**src/rtl/mat_operand_loader.sv**
```systemverilog
// Assembles a stream of signed elements into two N x N operand matrices
// and issues them to the matrix multiplier as one pair.
module mat_operand_loader #(
   parameter int W_IN = 8,
   parameter int N    = 2
) (
   input  logic                          clk,
   input  logic                          reset,
   input  logic                          s_valid,
   output logic                          s_ready,
   input  logic signed [W_IN-1:0]        s_data,
   input  logic                          s_last,
   output logic                          m_valid,
   output logic [N-1:0][N-1:0][W_IN-1:0] matrix_1,
   output logic [N-1:0][N-1:0][W_IN-1:0] matrix_2,
   output logic                          err,
   output logic [15:0]                   pair_count
);
   localparam int NN = N * N;
   localparam int P  = 2 * NN;
   localparam int LN = $clog2(N);
   localparam int CW = $clog2(P);

   typedef enum logic [1:0] {LOAD_A, LOAD_B, ISSUE, DISCARD} state_t;

   state_t                          state;
   logic [CW-1:0]                   cnt;
   logic [N-1:0][N-1:0][W_IN-1:0]   load_a;
   logic [N-1:0][N-1:0][W_IN-1:0]   load_b;
   logic [N-1:0][N-1:0][W_IN-1:0]   a_nxt;
   logic [N-1:0][N-1:0][W_IN-1:0]   b_nxt;
   logic                            beat;
   logic                            loading;
   logic                            at_end;
   logic                            early;
   logic                            missing;
   logic                            good;
   logic [LN-1:0]                   row;
   logic [LN-1:0]                   col;

   assign s_ready = !reset && (state != ISSUE);
   assign beat    = s_valid && s_ready;
   assign loading = (state == LOAD_A) || (state == LOAD_B);
   assign at_end  = (cnt == CW'(P - 1));
   assign early   = s_last && !at_end;
   assign missing = !s_last && at_end;
   assign good    = beat && loading && !early && !missing;
   // The counter MSB selects A or B; the low bits are row/column directly.
   assign row     = cnt[2*LN-1:LN];
   assign col     = cnt[LN-1:0];

   always_comb begin
      a_nxt = load_a;
      b_nxt = load_b;
      if (good) begin
         if (cnt[CW-1])
            b_nxt[row][col] = s_data;
         else
            a_nxt[row][col] = s_data;
      end
   end

   always_ff @(posedge clk) begin
      if (reset) begin
         state      <= LOAD_A;
         cnt        <= '0;
         m_valid    <= 1'b0;
         err        <= 1'b0;
         pair_count <= '0;
         matrix_1   <= '0;
         matrix_2   <= '0;
         load_a     <= '0;
         load_b     <= '0;
      end else begin
         m_valid <= 1'b0;
         err     <= 1'b0;
         load_a  <= a_nxt;
         load_b  <= b_nxt;
         unique case (state)
            LOAD_A, LOAD_B: begin
               if (beat) begin
                  if (early || missing) begin
                     err   <= 1'b1;
                     cnt   <= '0;
                     state <= missing ? DISCARD : LOAD_A;
                  end else if (at_end) begin
                     // Final beat is folded in via a_nxt/b_nxt so it
                     // lands in the outputs on this same edge.
                     state    <= ISSUE;
                     cnt      <= '0;
                     m_valid  <= 1'b1;
                     matrix_1 <= a_nxt;
                     matrix_2 <= b_nxt;
                     if (pair_count != 16'hFFFF)
                        pair_count <= pair_count + 16'd1;
                  end else begin
                     cnt <= cnt + CW'(1);
                     if (cnt == CW'(NN - 1))
                        state <= LOAD_B;
                  end
               end
            end
            ISSUE: begin
               state <= LOAD_A;
            end
            DISCARD: begin
               if (beat && s_last)
                  state <= LOAD_A;
            end
            default: begin
               state <= LOAD_A;
               cnt   <= '0;
            end
         endcase
      end
   end
endmodule

```
**config.mk**
```make
export PLATFORM = sky130hd
export DESIGN_NAME = mat_operand_loader
export DESIGN_NICKNAME = d
export VERILOG_FILES = /design/src/rtl/mat_operand_loader.sv
export SDC_FILE = /design/constraint.sdc
export NUM_CORES = 1
export LEC_CHECK = 0
export CORE_MARGIN = 2
export CORE_UTILIZATION = 53
export DETAILED_ROUTE_END_ITERATION = 8
export GPL_ROUTABILITY_DRIVEN = 0
export PLACE_DENSITY = 0.86
export REMOVE_ABC_BUFFERS = 1
export SLEW_MARGIN = 15
export SYNTH_ARGS = -nofsm -noshare
export SYNTH_HDL_FRONTEND = slang
export SYNTH_SLANG_ARGS = --single-unit
```
**constraint.sdc**
```tcl
create_clock -name clk -period 2.9 [get_ports clk]
set_input_delay 0.87 -clock clk [delete_from_list [all_inputs] [get_ports clk]]
set_output_delay 0.87 -clock clk [all_outputs]
set_load 0.02 [all_outputs]
```
# Yosys cells after proc, flatten, opt, wreduce, memory -nomap -nowiden
# Index checks and enable logic that the tools add are counted.
[word_totals] in_bits=12 regBits=151
[classes] n_reduce_logical=25 eq_ne=10 bitwise_logic=3 n_addsub=2 n_lt_le_gt_ge=4 muxes=21
[ops] cell="2-to-1 mux 32 bit" n=4
[ops] cell="bitwise mux 32 bit" n=2
[ops] cell="adder 16 x 1 -> 16 bit, second input constant" n=1
[ops] cell="demux 16 bit (select 1 bit)" n=1
[ops] cell="2-to-1 mux 16 bit" n=1
[ops] cell="inequality test 16 bit, second input constant" n=1
[ops] cell="2-to-1 mux 2 bit" n=6
[ops] cell="logical AND 1 bit" n=10
[ops] cell="demux 8 bit (select 1 bit)" n=1
[ops] cell="2-to-1 mux 8 bit" n=1
[ops] cell="2-to-1 mux 3 bit" n=2
[ops] cell="inequality test 2 bit, second input constant" n=3
[ops] cell="one-hot mux 2 bit (3 select lines)" n=1
[ops] cell="logical NOT 1 bit" n=5
[ops] cell="AND reduction 5 bit" n=1
[ops] cell="== test 2 bit, second input constant" n=2
[ops] cell="< comparator 1 x 2 -> 1 bit, second input constant" n=2
[ops] cell="inequality test 4 bit, second input constant" n=1
[ops] cell="AND reduction 4 bit" n=1
[ops] cell="OR reduction 4 bit" n=1
[ops] cell="adder 3 x 1 -> 3 bit, second input constant" n=1
[ops] cell="== test 3 x 2 -> 1 bit, second input constant" n=1
[ops] cell="== test 3 bit, second input constant" n=1
[ops] cell="inverter 1 bit" n=3
[ops] cell="9 further kinds" n=12

# Logic depth before layout (Yosys ltp)
[depth] ltp_word=9 depth_mapped=9

# Worst setup path before layout
# Ideal clock, no wire load.
[synth_timing] path_type="input to output" start="input port reset" end="output port s_ready" arrival_time_ns=1.853 path_slack_ns=0.177 required_time_ns=2.030 cell_stages=4 path_cell_list="clkbuf_1 -> buf_1 -> clkbuf_1 -> a21oi_1"
[synth_via] elab_chain_cells=2
[synth_lines] element="from (decl)" line_no="8" text="input logic reset,"
[synth_lines] element="logical NOT 1 bit" line_no="41" text="assign s_ready = !reset && (state != ISSUE);"
[synth_lines] element="logical AND 1 bit" line_no="41"
[synth_lines] element="to (decl)" line_no="10" text="output logic s_ready,"
# No other way between the ends.

# Final worst setup path
[layout_timing] start="register state[1]" end="output port s_ready"
[layout_via] elab_chain_cells=2
[layout_lines] element="from (decl)" line_no="26" text="state_t state;"
[layout_lines] element="from (signal assigned)" line_no="85" text="state <= missing ? DISCARD : LOAD_A;"
[layout_lines] element="inequality test 2 bit" line_no="41"
[layout_lines] element="logical AND 1 bit" line_no="41"
# No other way between the ends.

==> impl_metrics.json <==
{
  "grt_pass1_wl_um": 22300,
  "critPathKind": "flip-flop to output port",
  "synth_cell_type_count": 43,
  "syn_inst": 578,
  "insertion_delay_ns": 0.53,
  "min_from": "matrix_1[15]",
  "io_buffer_count": 94,
  "yosys.area_share.simple": 0.184,
  "synth_ff_type": "dfxtp_1",
  "area_delta_synth_final_pct": 29.8,
  "ir_worst_vdd_mv": 0.423,
  "grt_pass1_vias": 4479,
  "slew-limit-headroom": 0.284,
  "dpl.cell_count": 789,
  "synth.area.top_cells": "dfxtp_1, mux2i_1, nor2_1",
  "wl_per_cell_um": 16.5,
  "crit_required_ns": 2.03,
  "synth-edff-count": 0,
  "clock_tree.buffer_depth": 2,
  "period_share": 0.908,
  "cp.buffers_inverters": 1,
  "async_flop_share": 0,
  "hold_depth": 2,
  "path_delay_family": "flip-flops",
  "path_cells": "a21oi_1, clkdlybuf4s50_1",
  "layout.cells.non_filler": 821,
  "synth_compound_gate_area_share": 0.114,
  "powerDensity_nw_per_um2": 585,
  "viasPerCell": 5.65,
  "cts_tree": "done",
  "drv_cap": 0,
  "hp-class": "flip-flop to flip-flop",
  "cts_root_buf": "clkbuf_8",
  "ff2ff_setup_slack_ns": 0.40,
  "first_pass_iters": 5,
  "grt_max_degree": 86,
  "boundaryPins": 95,
  "detail-route-antenna-nets": 0,
  "synth_fa_ha_area_frac": 0.0175,
  "min_period_ns": 2.63,
  "worstPathArrival_ns": 1.76,
  "totalWireLength_um": 13500,
  "muxShareOfSynthArea": 0.119,
  "numCtsBuffers": 17,
  "multi_input_area_um2": 2490,
  "hold_viol": 0,
  "endpoint_kind": "output port",
  "final_nets": 692,
  "status": "finished clean",
  "vias": 4638,
  "start_util": 0.550,
  "worst-slew-pin-transition_ns": 1.07,
  "grt-ovfl-total": 0,
  "place_hpwl_um": 8870,
  "crit-reg2reg-launch": "cnt[0]",
  "yosys_register_bits": 151,
  "p_total_w": 0.00435,
  "setup_ws_ns": 0.266,
  "synth_area_um2": 5730,
  "drv_slew": 0,
  "die_area_um2": 11700,
  "worst_path_max_delay_cell": "dfxtp_1",
  "worstSetupStartpointType": "flip-flop",
  "yosysWarnings": 0,
  "yosysTopAreaCellShare": 0.527,
  "fillers": 731,
  "post_cts_buffers": 0,
  "cts_num_sinks": 151,
  "worst-path-stages": 2,
  "htree_num_levels": 4,
  "track_usage": 0.246,
  "max_freq_mhz": 380,
  "antenna_found_initial": 0,
  "remaining_drc_errors": 0,
  "finalSetupViolCount": 0,
  "drive_gt1_frac": 0.111,
  "critPathMaxStageDelay_ns": 0.57,
  "die_w_um": 108,
  "synth_top_family_by_area": "simple AND/OR/NAND/NOR gates",
  "yosysSeqAreaShare": 0.527,
  "n_antenna_cell": 0,
  "path_clk_slew_ns": 0.07,
  "critPathMaxFanout": 12,
  "holdPathEnd": "matrix_1[15]",
  "area.sequential_um2": 3020,
  "postSynthAreaPerCell_um2": 9.92,
  "reg2reg_depth": 6,
  "fin_area_um2": 7440,
  "drt_iter0_drc": 293,
  "placedInstanceArea_um2": 6860,
  "synth_top_area_cell": "dfxtp_1",
  "ctsHoldBuffers": 0,
  "skew_ns": 0.00744,
  "cts_resized": 0,
  "yosys.area_share.xor_xnor": 0,
  "pre_cts_slack_ns": 0.0214,
  "p_leak_nw": 3.03,
  "r2r-end": "matrix_1[6]",
  "core.rowCount": 37,
  "die_height_um": 108,
  "rsz0062_at_grt": "false",
  "core-area_um2": 10400
}
## Yosys cell counts (2+ instances only)
library cell / count
nand2_1: 8
or4_1: 9
buf_2: 11
nand3_1: 25
inv_1: 8
nand4_1: 4
o21ai_1: 6
buf_4: 2
dfxtp_1: 151
o41ai_1: 3
mux2i_1: 65
nor2_1: 114
a211oi_1: 43
clkbuf_1: 25
ha_1: 8
nand2b_1: 4
nand4_4: 2
o31ai_1: 7
nor3_1: 2
nand4_2: 9
or3_1: 4
o311ai_0: 3
nor4b_1: 2
nand2_2: 2
nor4_1: 2
mux2_2: 3
o21ai_0: 20
a21oi_1: 14
buf_1: 4
nor2b_1: 4
and2_1: 2
## flip-flops by register name, indices dropped and copies added (netlist names)
signal / count
cnt: 3
err: 1
load_a: 32
load_b: 32
m_valid: 1
matrix_1: 32
matrix_2: 32
pair_count: 16
state: 2
## per-stage QoR
step	utilization	hold slack [ns]	setup TNS (ns)
after global routing	0.714	0.499	0
after global placement	0.659	0.448	0
after CTS	0.714	0.470	0
after detailed placement	0.659	0.463	0
after floorplan	-	0.454	-0.311
final	0.714	0.466	0
## layer usage
layer / up-vias / track usage / part of all wire
met2: 124 / 0.390 / 0.49
li1: 2247 / - / -
met1: 2253 / 0.324 / 0.44
met4: 0 / 0.0870 / 0.012
met3: 14 / 0.0681 / 0.057
met5: - / 0 / 0
## worst min-delay path, cell delays in order, from the launching register on
cell,delay (ns)
dfxtp_1,0.31
nand3_1,0.06
o21ai_1,0.05
## layout make-up
cell class	count	area share
sequential	151	0.406
multi-input combinational	375	0.335
timing repair buffer	117	0.153
clock buffer	19	0.0580
tap	136	0.0229
clock inverter	13	0.0202
inverter	10	0.00504
## logic make-up after synthesis
| family | count (synthesis) |
|---|---|
| mux | 68 |
| simple gates | 200 |
| fa+ha+maj | 8 |
| flops | 151 |
| compound gates | 99 |
| buf+inv | 52 |
## how the worst max path moves through the flow
stage              from            to  slack [ns]
4_1_cts        state[1]       s_ready        0.25
3_5_place_dp    s_valid  matrix_2[29]        0.02
5_1_grt        state[1]       s_ready        0.18
3_3_place_gp    s_valid   matrix_1[4]        0.16
2_1_floorplan    s_last  matrix_1[16]      -0.007
6_report       state[1]       s_ready        0.27
## power breakdown
part	leakage (nW)	switching [W]	internal [W]	total, W
Clock	0.288	0.000949	0.00121	0.00216
Sequential	1.22	0.00000344	0.00208	0.00208
Combinational	1.53	0.0000768	0.0000375	0.000114
Total	3.03	0.00103	0.00332	0.00435
## cells in the final DEF (no fill, tap or decap), types with 4 or more instances in the layout
cell             synthesis  final
dfxtp_1                151    151
nor2_1                 114    114
clkdlybuf4s50_1          0     93
mux2i_1                 65     65
a211oi_1                43     43
nand3_1                 25     25
buf_4                    2     22
o21ai_0                 20     20
clkbuf_16                0     16
a21oi_1                 14     14
or4_1                    9      9
nand4_2                  9      9
inv_1                    8      8
nand2_1                  8      8
ha_1                     8      8
o31ai_1                  7      7
inv_6                    0      7
o21ai_1                  6      6
nand2b_1                 4      4
nand4_1                  4      4
or3_1                    4      4
nor2b_1                  4      4
No activity file was read; power rests on OpenSTA's default activity.
